### config.mk
export PLATFORM = sky130hd
export DESIGN_NAME = cfu_cmd_issuer
export DESIGN_NICKNAME = d
export VERILOG_FILES = /design/src/rtl/cfu_issuer_pkg.sv /design/src/rtl/cfu_sync_fifo.sv /design/src/rtl/cfu_cmd_issuer.sv
export SDC_FILE = /design/constraint.sdc
export NUM_CORES = 1
export LEC_CHECK = 0
export CORE_MARGIN = 1.5
export CORE_UTILIZATION = 56
export DETAILED_ROUTE_END_ITERATION = 8
export PLACE_DENSITY = 0.8
export SYNTH_ARGS = -nofsm -noshare
export SYNTH_HDL_FRONTEND = slang
export SYNTH_HIERARCHICAL = 1
export SYNTH_SLANG_ARGS = --single-unit
### constraint.sdc
create_clock -name clk -period 12.12 [get_ports clk]
set_clock_uncertainty 0.2 [all_clocks]
set_input_delay 1.818 -clock clk [delete_from_list [all_inputs] [get_ports clk]]
set_output_delay 1.818 -clock clk [all_outputs]
set_load 0.1 [all_outputs]
### src/rtl/cfu_issuer_pkg.sv
// cfu_issuer_pkg: shared types and constants for the CFU command issuer
package cfu_issuer_pkg;
  localparam int FUNC_ID_W = 10;
  localparam int DATA_W = 32;
  localparam logic [DATA_W-1:0] TIMEOUT_DATA = 32'hDEAD_BEEF;
  typedef enum logic [1:0] {IDLE, ISSUE, WAIT_RSP} state_t;
  typedef struct packed {
    logic [FUNC_ID_W-1:0] function_id;
    logic [DATA_W-1:0] inputs_0;
    logic [DATA_W-1:0] inputs_1;
  } cfu_cmd_t;
  typedef struct packed {
    logic [FUNC_ID_W-1:0] function_id;
    logic [DATA_W-1:0] data;
  } cfu_rsp_t;
endpackage

### src/rtl/cfu_sync_fifo.sv
// cfu_sync_fifo: synchronous fall-through FIFO, power-of-2 depth, active-low sync reset
module cfu_sync_fifo #(
  parameter int W = 8,
  parameter int DEPTH = 4
) (
  input  logic         clk,
  input  logic         reset,
  input  logic         push,
  input  logic [W-1:0] din,
  input  logic         pop,
  output logic [W-1:0] dout,
  output logic         full,
  output logic         empty
);
  localparam int AW = $clog2(DEPTH);
  logic [W-1:0] mem_q [DEPTH];
  logic [AW-1:0] wr_q, wr_d, rd_q, rd_d;
  logic [AW:0] cnt_q, cnt_d;
  logic do_push, do_pop;
  assign full = cnt_q == (AW+1)'(DEPTH);
  assign empty = cnt_q == '0;
  assign dout = mem_q[rd_q];
  // a pop frees the slot a same-cycle push on a full FIFO writes into
  always_comb begin
    do_pop = pop && !empty;
    do_push = push && (!full || do_pop);
    wr_d = wr_q + AW'(do_push);
    rd_d = rd_q + AW'(do_pop);
    cnt_d = cnt_q + (AW+1)'(do_push) - (AW+1)'(do_pop);
  end
  // pointer and occupancy registers
  always_ff @(posedge clk) begin
    if (!reset) begin
      wr_q <= '0;
      rd_q <= '0;
      cnt_q <= '0;
    end else begin
      wr_q <= wr_d;
      rd_q <= rd_d;
      cnt_q <= cnt_d;
    end
  end
  // storage needs no reset, occupancy gates every read
  always_ff @(posedge clk) begin
    if (do_push) mem_q[wr_q] <= din;
  end
endmodule

### src/rtl/cfu_cmd_issuer.sv
// cfu_cmd_issuer: CFU initiator, one command in flight; optional watchdog via CFU_ISSUER_TIMEOUT_EN
module cfu_cmd_issuer
  import cfu_issuer_pkg::*;
#(
  parameter int CMD_DEPTH = 4,
  parameter int RSP_DEPTH = 4,
  parameter int TIMEOUT_CYCLES = 255
) (
  input  logic                 clk,
  input  logic                 reset,
  input  logic                 in_valid,
  output logic                 in_ready,
  input  logic [FUNC_ID_W-1:0] in_function_id,
  input  logic [DATA_W-1:0]    in_inputs_0,
  input  logic [DATA_W-1:0]    in_inputs_1,
  output logic                 cmd_valid,
  input  logic                 cmd_ready,
  output logic [FUNC_ID_W-1:0] cmd_payload_function_id,
  output logic [DATA_W-1:0]    cmd_payload_inputs_0,
  output logic [DATA_W-1:0]    cmd_payload_inputs_1,
  input  logic                 rsp_valid,
  output logic                 rsp_ready,
  input  logic [DATA_W-1:0]    rsp_payload_outputs_0,
  output logic                 out_valid,
  input  logic                 out_ready,
  output logic [DATA_W-1:0]    out_data,
  output logic [FUNC_ID_W-1:0] out_function_id,
  output logic                 busy,
  output logic                 err_timeout
);
  state_t state_q, state_d;
  cfu_cmd_t cmd_q, cmd_d, cmd_head;
  cfu_rsp_t rsp_in, rsp_head;
  logic cmd_full, cmd_empty, cmd_pop, rsp_full, rsp_empty, rsp_push;
`ifdef CFU_ISSUER_TIMEOUT_EN
  localparam int TW = $clog2(TIMEOUT_CYCLES + 1);
  logic [TW-1:0] tmr_q, tmr_d;
  logic err_q, err_d;
  assign err_timeout = err_q;
`else
  assign err_timeout = 1'b0;
`endif
  cfu_sync_fifo #(.W($bits(cfu_cmd_t)), .DEPTH(CMD_DEPTH)) u_cmd_fifo (
    .clk(clk), .reset(reset), .push(in_valid), .din({in_function_id, in_inputs_0, in_inputs_1}),
    .pop(cmd_pop), .dout(cmd_head), .full(cmd_full), .empty(cmd_empty)
  );
  cfu_sync_fifo #(.W($bits(cfu_rsp_t)), .DEPTH(RSP_DEPTH)) u_rsp_fifo (
    .clk(clk), .reset(reset), .push(rsp_push), .din(rsp_in),
    .pop(out_ready), .dout(rsp_head), .full(rsp_full), .empty(rsp_empty)
  );
  assign in_ready = !cmd_full;
  assign cmd_valid = state_q == ISSUE;
  assign rsp_ready = state_q == WAIT_RSP;
  assign cmd_payload_function_id = cmd_q.function_id;
  assign cmd_payload_inputs_0 = cmd_q.inputs_0;
  assign cmd_payload_inputs_1 = cmd_q.inputs_1;
  assign out_valid = !rsp_empty;
  assign out_data = rsp_head.data;
  assign out_function_id = rsp_head.function_id;
  assign busy = state_q != IDLE || !cmd_empty;
  // issue only with a response slot reserved, so WAIT_RSP never stalls the responder
  always_comb begin
    state_d = state_q;
    cmd_d = cmd_q;
    cmd_pop = 1'b0;
    rsp_push = 1'b0;
    rsp_in = {cmd_q.function_id, rsp_payload_outputs_0};
`ifdef CFU_ISSUER_TIMEOUT_EN
    err_d = err_q;
    tmr_d = state_q == WAIT_RSP ? tmr_q + TW'(1) : '0;
`endif
    case (state_q)
      IDLE: if (!cmd_empty && (!rsp_full || out_ready)) begin
        cmd_pop = 1'b1;
        cmd_d = cmd_head;
        state_d = ISSUE;
      end
      ISSUE: if (cmd_ready) state_d = WAIT_RSP;
      WAIT_RSP: if (rsp_valid) begin
        rsp_push = 1'b1;
        state_d = IDLE;
      end
`ifdef CFU_ISSUER_TIMEOUT_EN
      else if (tmr_q == TW'(TIMEOUT_CYCLES - 1)) begin
        rsp_push = 1'b1;
        rsp_in.data = TIMEOUT_DATA;
        err_d = 1'b1;
        state_d = IDLE;
      end
`endif
      default: state_d = IDLE;
    endcase
  end
  // state, payload and watchdog registers
  always_ff @(posedge clk) begin
    if (!reset) begin
      state_q <= IDLE;
      cmd_q <= '0;
`ifdef CFU_ISSUER_TIMEOUT_EN
      tmr_q <= '0;
      err_q <= 1'b0;
`endif
    end else begin
      state_q <= state_d;
      cmd_q <= cmd_d;
`ifdef CFU_ISSUER_TIMEOUT_EN
      tmr_q <= tmr_d;
      err_q <= err_d;
`endif
    end
  end
endmodule

==> impl_results.md, run 1 <==
* Status: completed
* Least-Margin Pin Slew at about 1.0 ns
* Cell chain of the critical path: buf_4 > mux4_2 > clkdlybuf4s50_1
* CORE AREA at roughly 36000 sq um
* Max_slew headroom at roughly 30%
* Clk Tree Root Cell: clkbuf_16
* Hold path start: cmd_payload_inputs_1[11]
* LEAKAGE at about 0.008 uW
* Clk pin slew, worst setup/hold paths at roughly 0.06 ns
* Global Route Usage Sum at just over 20%
* Combinational cell fraction of total power at around 38%
* Synth Area in Compound Gates at less than 1%
* Die Span X at about 190 microns
* Hold Path Depth at 2
* GRT busiest layer: met2
* Sw frac at between 30% and 40%
* Clock network fraction of total power at between 20% and 30%
* Post-route insts no fill at between 1500 and 2000
* R2R setup slack at around 8.8 ns
* Post-Synth Adder-Cell Area at less than 1%
* RSZ-0062 raised after global routing: false
* P_sw at roughly 2500 uW
* Met3 usage at under 10%
* Post_cts resized at 0
* WS Path Type: reg -> out
* Fin Hold WS at ~0.26 ns
* Final core utilization at slightly below 70%
* Port-buffer cells at between 200 and 250
* Post-DR vias/cell at between 5 and 6
* Ys flop type: edfxtp_1
* Grt met1 use at between 20% and 30%
* Net count after synthesis at between 1000 and 1500
* Synth Register Bits at roughly 550
* CP peak stage delay at around 0.99 ns
* Highest Clock Rate at around 190 MHz
* Detailed Route Iter0 Violations at 662
* Clock latency on the worst-skew pair at between 0.5 and 0.6 ns
* CP arrival at about 3.3 ns
* TritonCTS Buffers at 52
* Share of cells above drive strength 1 at between 10% and 20%
* Reg2reg start: u_rsp_fifo/cnt_q[1]
* Critical Path Fanout Max at 35
* Tmin final at 5.35 ns
* Longest Clk Path Bufs at 3
* Most common cell after layout, fill and taps aside: edfxtp_1
* Buffer count from post-CTS setup fixing at 0
* Critical path required time at ~10 ns
* Clock Sinks at 554
* Final setup vio count at 0
* Internal power at 3970 uW
* Asr flop ratio synth at 0%
* Grt met2 use at 34.7%
* Worst min-delay path endpoint: cmd_payload_inputs_1[11]
* Post-synth EDFFs at roughly 460
* Syn avg cell area at approximately 20 sq um
* Starting Density at between 50% and 60%
* Final Hold Fails at 0
* Row Count at 70
* Reg2reg end: u_cmd_fifo/rd_q[1]
* Fin crit share at about 44%
* # H-tree levels at 2
* Type of the most critical hold path: reg -> reg
* Residual DRC at 0
* Post-synthesis mux area share at 16.3%
* Largest family of logic cells by synthesized area: multiplexers
* Maximum vdd drop at ~0.25 mV
* Inst Count DP at between 1500 and 2000
* Syn-to-layout area delta at 21.3%
* # IOs at between 200 and 250
* CP endpoint kind: output port
* Post-Route WL at 38100 microns
* Initial antenna violation count at 5
* Largest net degree at the start of global routing at 96
* HPWL after detailed placement at between 20000 and 25000 microns
* Setup TNS at 0 ns
* Vias at around 10000
* Synth Instances at ~1000
* Worst Reg-to-Reg Cells at 8
* Nets at roughly 1400
* Remaining antenna violation count after routing at 0
* CTS tree: yes
* Post-DR wirelength/cell at roughly 21 microns
* Power per cell area at about 260 nW/um^2
* # Max-Cap Violations at 0
* Vert. Die Dim at just under 200 microns
* Mapped Area at approximately 21000 sq um
* Total grt overflow at 0
* Most frequent cells in the layout: edfxtp_1, clkdlybuf4s50_1, nand2_1, mux4_2, dfxtp_1
* Synth Warn # at 6
* Crit path launch type: register
* Hold-fix buffers, CTS at 0
* Fin. max-slew vios at 0
* Worst slack, placed at around 6.8 ns
* Die area at 37900 sq um
* Slowest CP cell: clkdlybuf4s50_1
* Seq/Total Area, Yosys at 76.4%
* Vias in the first global route at around 11000
* Register share of total power at between 30% and 40%
* Post-synthesis xor/xnor area fraction at less than 1%
* Pre-Repair DR Iteration Count at 5
* Simple logic cell fraction of the synthesized area at roughly 4%
* Placer Congestion at about 0.73
* First-pass GRT wire length at just under 60000 microns
* Unique masters post-synth at 35
* Worst setup margin at about 6.8 ns
layout make-up:
| type | instances | area [sq um] |
|---|---|---|
| well taps | 468 | 586 |
| inverters | 9 | 33.8 |
| multi-input cells | 405 | 4530 |
| clock inverters | 27 | 225 |
| fillers | 2301 | 11400 |
| diodes | 2 | 5.00 |
| repair buffers | 250 | 2460 |
| clock buffers | 68 | 1410 |
| flip-flops and latches | 554 | 15700 |
sequential cells by signal, summed over array words and instances (netlist names):
name,cells
cmd_payload_inputs_0,32
u_cmd_fifo/cnt_q,3
u_rsp_fifo/rd_q,2
u_rsp_fifo/mem_q,168
u_cmd_fifo/rd_q,2
u_rsp_fifo/wr_q,2
u_cmd_fifo/wr_q,2
cmd_payload_function_id,10
u_cmd_fifo/mem_q,296
state_q,2
u_rsp_fifo/cnt_q,3
cmd_payload_inputs_1,32
per-stage QoR:
step,total power [uW],cell area [sq um]
after floorplan,4500,20600
after global placement,4980,23300
after detailed placement,5010,23300
after CTS,6580,25000
after global routing,6740,25000
final,6510,25000
logic make-up (layout without fill, tap and decap cells):
group / after synthesis / count (layout)
muxes: 190 / 190
DFF: 554 / 554
adders and majority gates: 8 / 8
AOI/OAI and AO/OA: 8 / 8
and+or+nand+nor: 190 / 190
buffers and inverters: 61 / 354
other: 1 / 3
xor gates and xnor gates: 8 / 8
routing by layer:
metal | vias to the layer above | routed length, microns
met1 | 5107 | 15300
met2 | 303 | 19100
met4 | 6 | 787
met5 | - | 41
met3 | 61 | 2770
li1 | 4513 | -
synth_stat cells (2+ instances only):
| library cell | instances | area share [%] |
|---|---|---|
| buf_2 | 13 | 0.32 |
| buf_1 | 4 | 0.073 |
| and2_1 | 15 | 0.46 |
| nor3_1 | 5 | 0.12 |
| edfxtp_1 | 464 | 68 |
| buf_6 | 17 | 0.93 |
| nor2b_1 | 7 | 0.21 |
| ha_1 | 6 | 0.36 |
| nor2_1 | 2 | 0.036 |
| dfxtp_1 | 90 | 8.7 |
| buf_4 | 4 | 0.15 |
| fa_1 | 2 | 0.19 |
| clkbuf_1 | 14 | 0.26 |
| nand2_1 | 151 | 2.8 |
| mux4_2 | 116 | 13 |
| inv_1 | 9 | 0.16 |
| mux2i_1 | 74 | 3.6 |
| o21a_1 | 2 | 0.073 |
| xor2_1 | 6 | 0.26 |
| nor3b_1 | 4 | 0.15 |
worst max-delay path, delay by kind of cell (launching register included):
kind / cells / cell delay, ns
multiplexers: 1 / 0.61
flip-flops: 1 / 0.52
buffers and inverters: 2 / 1.60
worst max-delay path by stage:
stage,endpoint,slack [ns],cells after the start,from
after floorplan,u_cmd_fifo/mem_q[1][0],3.10,6,out_ready
after global placement,u_cmd_fifo/rd_q[1],6.91,9,out_ready
after detailed placement,u_cmd_fifo/rd_q[1],6.81,9,out_ready
after global routing,out_data[7],6.56,3,u_rsp_fifo/rd_q[0]
after CTS,out_function_id[3],6.64,3,u_rsp_fifo/rd_q[0]
final,out_data[3],6.77,3,u_rsp_fifo/rd_q[0]
power by group through the flow:
stage | registers, uW | logic [uW] | clock network (uW)
global route | 2540 | 2540 | 1660
CTS | 2520 | 2470 | 1590
detailed placement | 2550 | 2460 | 0
finish | 2510 | 2440 | 1560
global placement | 2540 | 2440 | 0
floorplan | 3270 | 1230 | 0
No activity file was read; power rests on OpenSTA's default activity.
==> run 2: changes to the inputs <==
- CORE_UTILIZATION: 56 -> 50
- PLACE_DENSITY: 0.8 -> 0.75
- clock period: 12.12 -> 4.3 ns (I/O delays scaled with it)
==> impl_results.md, run 2 (synthesis results as in run 1) <==
* Status: completed
* RSZ-0062 raised after global routing: false
* Starting Density at 50.6%
* Hold-fix buffers, CTS at 0
* Global Route Usage Sum at between 10% and 20%
* Initial antenna violation count at 10
* Fin crit share at around nine tenths
* Clk pin slew, worst setup/hold paths at 0.06 ns
* Cell chain of the critical path: buf_12 > mux4_2 > clkdlybuf4s50_1
* Most common cell after layout, fill and taps aside: edfxtp_1
* CP arrival at approximately 3 ns
* Largest net degree at the start of global routing at 130
* TritonCTS Buffers at 55
* Highest Clock Rate at ~260 MHz
* Reg2reg end: u_cmd_fifo/rd_q[1]
* Nets at about 1400
* Hold path start: cmd_payload_inputs_0[11]
* CP endpoint kind: output port
* Buffer count from post-CTS setup fixing at 0
* Area occupied by multi-input gates at roughly 4600 sq um
* Max_slew headroom at 27.3%
* Die area at ~42000 sq um
* Worst min-delay path endpoint: cmd_payload_inputs_0[11]
* Most frequent cells in the layout: edfxtp_1, clkdlybuf4s50_1, nand2_1, mux4_2, dfxtp_1
* Slowest CP cell: clkdlybuf4s50_1
* CTS tree: yes
* Inst Count DP at 1754
* Die Span X at just over 200 microns
* Post-Route WL at between 30000 and 40000 microns
* Fin. max-slew vios at 0
* Worst setup margin at 0.461 ns
* Power per cell area at around 740 nW/um^2
* Remaining antenna violation count after routing at 0
* Pwr Total at about 19000 uW
* Worst Reg-to-Reg Cells at 7
* CP peak stage delay at 1.02 ns
* Post-DR vias/cell at around 5.4
* # IOs at about 230
* Share of cells above drive strength 1 at just under 20%
* Pre-Repair DR Iteration Count at 4
* Vias at between 10000 and 15000
* Top Registers: u_cmd_fifo/mem_q x296, u_rsp_fifo/mem_q x168
* Clock latency on the worst-skew pair at ~0.6 ns
* Clock Sinks at 554
* Critical path required time at approximately 3.5 ns
* # H-tree levels at 2
* Clk Tree Root Cell: clkbuf_16
* Reg with most FFs: u_cmd_fifo/mem_q
* Detailed Route Iter0 Violations at roughly 550
* Syn-to-layout area delta at 23.1%
* WS Path Type: reg -> out
* Longest Clk Path Bufs at 3
* Sequential cell area at 15700 sq um
* Cell area after layout at roughly 25000 sq um
* Row Count at 74
* CORE AREA at ~41000 sq um
* First-pass GRT wire length at just under 60000 microns
* # Max-Cap Violations at 0
* Maximum vdd drop at 0.680 mV
* Final Hold Fails at 0
* Post_cts resized at 0
* Fill count at around 2900
* Largest register FFs at just under 300
* Tmin final at roughly 3.8 ns
* HPWL after detailed placement at around 23000 microns
* Type of the most critical hold path: reg -> reg
* Placed cell areas at 23500 sq um
* Final setup vio count at 0
* Worst slack, placed at ~0.64 ns
* Reg2reg start: u_rsp_fifo/cnt_q[1]
* Vert. Die Dim at 206 microns
* Vias in the first global route at about 11000
* Port-buffer cells at approximately 230
* Critical Path Fanout Max at 21
* Hold Path Depth at 2
* R2R setup slack at roughly 1.5 ns
* Post-DR wirelength/cell at ~21 microns
* Placer Congestion at between 0.7 and 0.8
* LEAKAGE at approximately 0.0084 uW
* Post-route insts no fill at between 1500 and 2000
* Crit path launch type: register
* Least-Margin Pin Slew at 1.09 ns
* Total grt overflow at 0
* Residual DRC at 0
[run 2: changes by cell type in the layout (fill, tap and decap cells not counted), sizes merged]
cell	delta
buf	+20
clkbuf	+9
clkdlybuf4s50	-16
clkinv	-6
clkinvlp	+2
diode	+3
inv	+3
[run 2: power breakdown]
part / leakage (uW) / switching [uW] / internal, uW
clock network: 0.000885 / 1950 / 2760
logic: 0.00249 / 4830 / 2090
registers: 0.00497 / 509 / 6600
[run 2: area by class of cell]
type                       count  area share, %
sequential                   554           62.1
inverter                       9          0.133
timing repair buffer         254           9.96
clock buffer                  77           6.11
tap                          532           2.63
antenna                        5         0.0494
clock inverter                26          0.992
multi-input combinational    405           18.0
[run 2: metal layers]
layer | GRT usage, % | wire length (microns) | up-vias
met5 | 0 | 71 | -
met4 | 5.18 | 779 | 12
met3 | 6.39 | 3470 | 73
met2 | 31.1 | 19100 | 312
met1 | 23.7 | 15600 | 5089
li1 | - | - | 4544
[run 2: worst max-delay path: cells and delay by family (launching register included)]
family	cells	cell delay, ns
multiplexers	1	0.53
buffers and inverters	2	1.29
flip-flops	1	0.58
[run 2: stage by stage]
step	hold slack, ns	setup TNS [ns]	utilization (%)
final	0.260	0	62.2
after global routing	0.277	0	62.2
after CTS	0.261	0	62.2
after detailed placement	0.249	0	57.8
after global placement	0.244	0	57.8
after floorplan	0.380	-40.33	-
[run 2: worst max path at each step]
stage	start	end	slack, ns
floorplan	state_q[1]	u_rsp_fifo/mem_q[0][0]	-0.96
global placement	out_ready	u_cmd_fifo/rd_q[1]	0.67
detailed placement	out_ready	u_cmd_fifo/rd_q[1]	0.64
CTS	u_rsp_fifo/rd_q[0]	out_function_id[2]	0.38
global route	u_rsp_fifo/rd_q[0]	out_function_id[7]	0.31
finish	u_rsp_fifo/rd_q[0]	out_function_id[2]	0.46
==> run 3: changes to the inputs <==
- MAX_ROUTING_LAYER: default -> met4
==> impl_results.md, run 3 (synthesis results as in run 1) <==
* Initial antenna violation count at 11
* Total grt overflow at 0
* Remaining antenna violation count after routing at 0
* Post-DR vias/cell at 5.38
* Status: completed
* CTS tree: yes
* Max_slew headroom at 27.4%
* Clk Tree Root Cell: clkbuf_16
* Critical Path Fanout Max at 21
* Clock Sinks at roughly 550
* Final Hold Fails at 0
* Power per cell area at about 740 nW/um^2
* Maximum vdd drop at 0.682 mV
* Vias at about 10000
* Clk pin slew, worst setup/hold paths at ~0.06 ns
* Final setup vio count at 0
* CP arrival at about 3 ns
* Most common cell after layout, fill and taps aside: edfxtp_1
* Critical path required time at between 3 and 4 ns
* Crit path launch type: register
* Worst slack, placed at around 0.64 ns
* Vias in the first global route at ~11000
* Vert. Die Dim at about 210 microns
* Placer Congestion at between 0.7 and 0.8
* CORE AREA at ~41000 sq um
* Largest register FFs at 296
* RSZ-0062 raised after global routing: false
* Port-buffer cells at 232
* Reg with most FFs: u_cmd_fifo/mem_q
* Post-Route WL at 39100 microns
* Post_cts resized at 0
* Top Registers: u_cmd_fifo/mem_q x296, u_rsp_fifo/mem_q x168
* Row Count at 74
* First-pass GRT wire length at just under 60000 microns
* Nets at between 1000 and 1500
* WS Path Type: reg -> out
* Hold-fix buffers, CTS at 0
* Fin Hold WS at 0.260 ns
* Share of cells above drive strength 1 at roughly a fifth
* Fin. max-slew vios at 0
* Clock latency on the worst-skew pair at ~0.61 ns
* CP endpoint kind: output port
* Highest Clock Rate at ~260 MHz
* TritonCTS Buffers at 55
* Placed cell areas at around 24000 sq um
* Most frequent cells in the layout: edfxtp_1, clkdlybuf4s50_1, nand2_1, mux4_2, dfxtp_1
* Post-DR wirelength/cell at 20.9 microns
* Syn-to-layout area delta at 23.2%
* Least-Margin Pin Slew at ~1.1 ns
* Global Route Usage Sum at a little under 20%
* Pwr Total at ~19000 uW
* # H-tree levels at 2
* Cell area after layout at 25400 sq um
* Buffer count from post-CTS setup fixing at 0
* Pre-Repair DR Iteration Count at 4
* Die Span X at 206 microns
* HPWL after detailed placement at 22600 microns
* # Max-Cap Violations at 0
* Detailed Route Iter0 Violations at between 600 and 700
* # IOs at between 200 and 250
* Largest net degree at the start of global routing at 130
* Die area at roughly 42000 sq um
* Longest Clk Path Bufs at 3
* Residual DRC at 0
* LEAKAGE at around 0.0084 uW
* Starting Density at about half
* Setup TNS at 0 ns
* Type of the most critical hold path: reg -> reg
* Fin crit share at around nine tenths
* Worst setup margin at approximately 0.45 ns
* Tmin final at about 3.8 ns
==> run 3: cell types whose count changed in the layout (fill, tap and decap cells not counted) <==
cell	before	now
diode_2	5	12
==> run 3: path summary, 6_finish.rpt <==
check	slack [ns]	cells past startpoint	start	end
worst max-delay path	0.45	3	u_rsp_fifo/rd_q[0]	out_function_id[2]
worst max register to register	1.48	7	u_rsp_fifo/cnt_q[1]	u_cmd_fifo/rd_q[1]
worst min-delay path	0.26	2	cmd_payload_inputs_0[8]	cmd_payload_inputs_0[8]
worst min register to register	0.26	2	cmd_payload_inputs_0[8]	cmd_payload_inputs_0[8]
==> run 3: where the power goes <==
group | switching (uW) | internal [uW]
clock network | 1950 | 2760
registers | 509 | 6600
logic | 4830 | 2090
total | 7290 | 11400
==> run 3: critical path: stages, from the launching register on <==
cell	delay, ns
dfxtp_2	0.59
buf_12	0.27
mux4_2	0.53
clkdlybuf4s50_1	1.02
==> run 3: through the flow <==
stage / instances / utilization, %
3_5_place_dp: 1754 / 57.8
4_1_cts: 1857 / 62.2
3_3_place_gp: 1754 / 57.8
6_report: 1869 / 62.3
2_1_floorplan: 1020 / -
5_1_grt: 1868 / 62.3
==> run 3: per-layer routing <==
layer,share of wire [%],GRT usage (%)
met4,1.9,5.18
met5,0,-
met2,49,31.1
met3,8.7,6.20
met1,40,23.8
==> run 3: layout make-up <==
type,count,area (sq um)
inverters,9,33.8
clock inverters,26,251
multi-input cells,405,4570
repair buffers,254,2520
well taps,532,666
fillers,2865,15400
diodes,12,30.0
flip-flops and latches,554,15700
clock buffers,77,1550
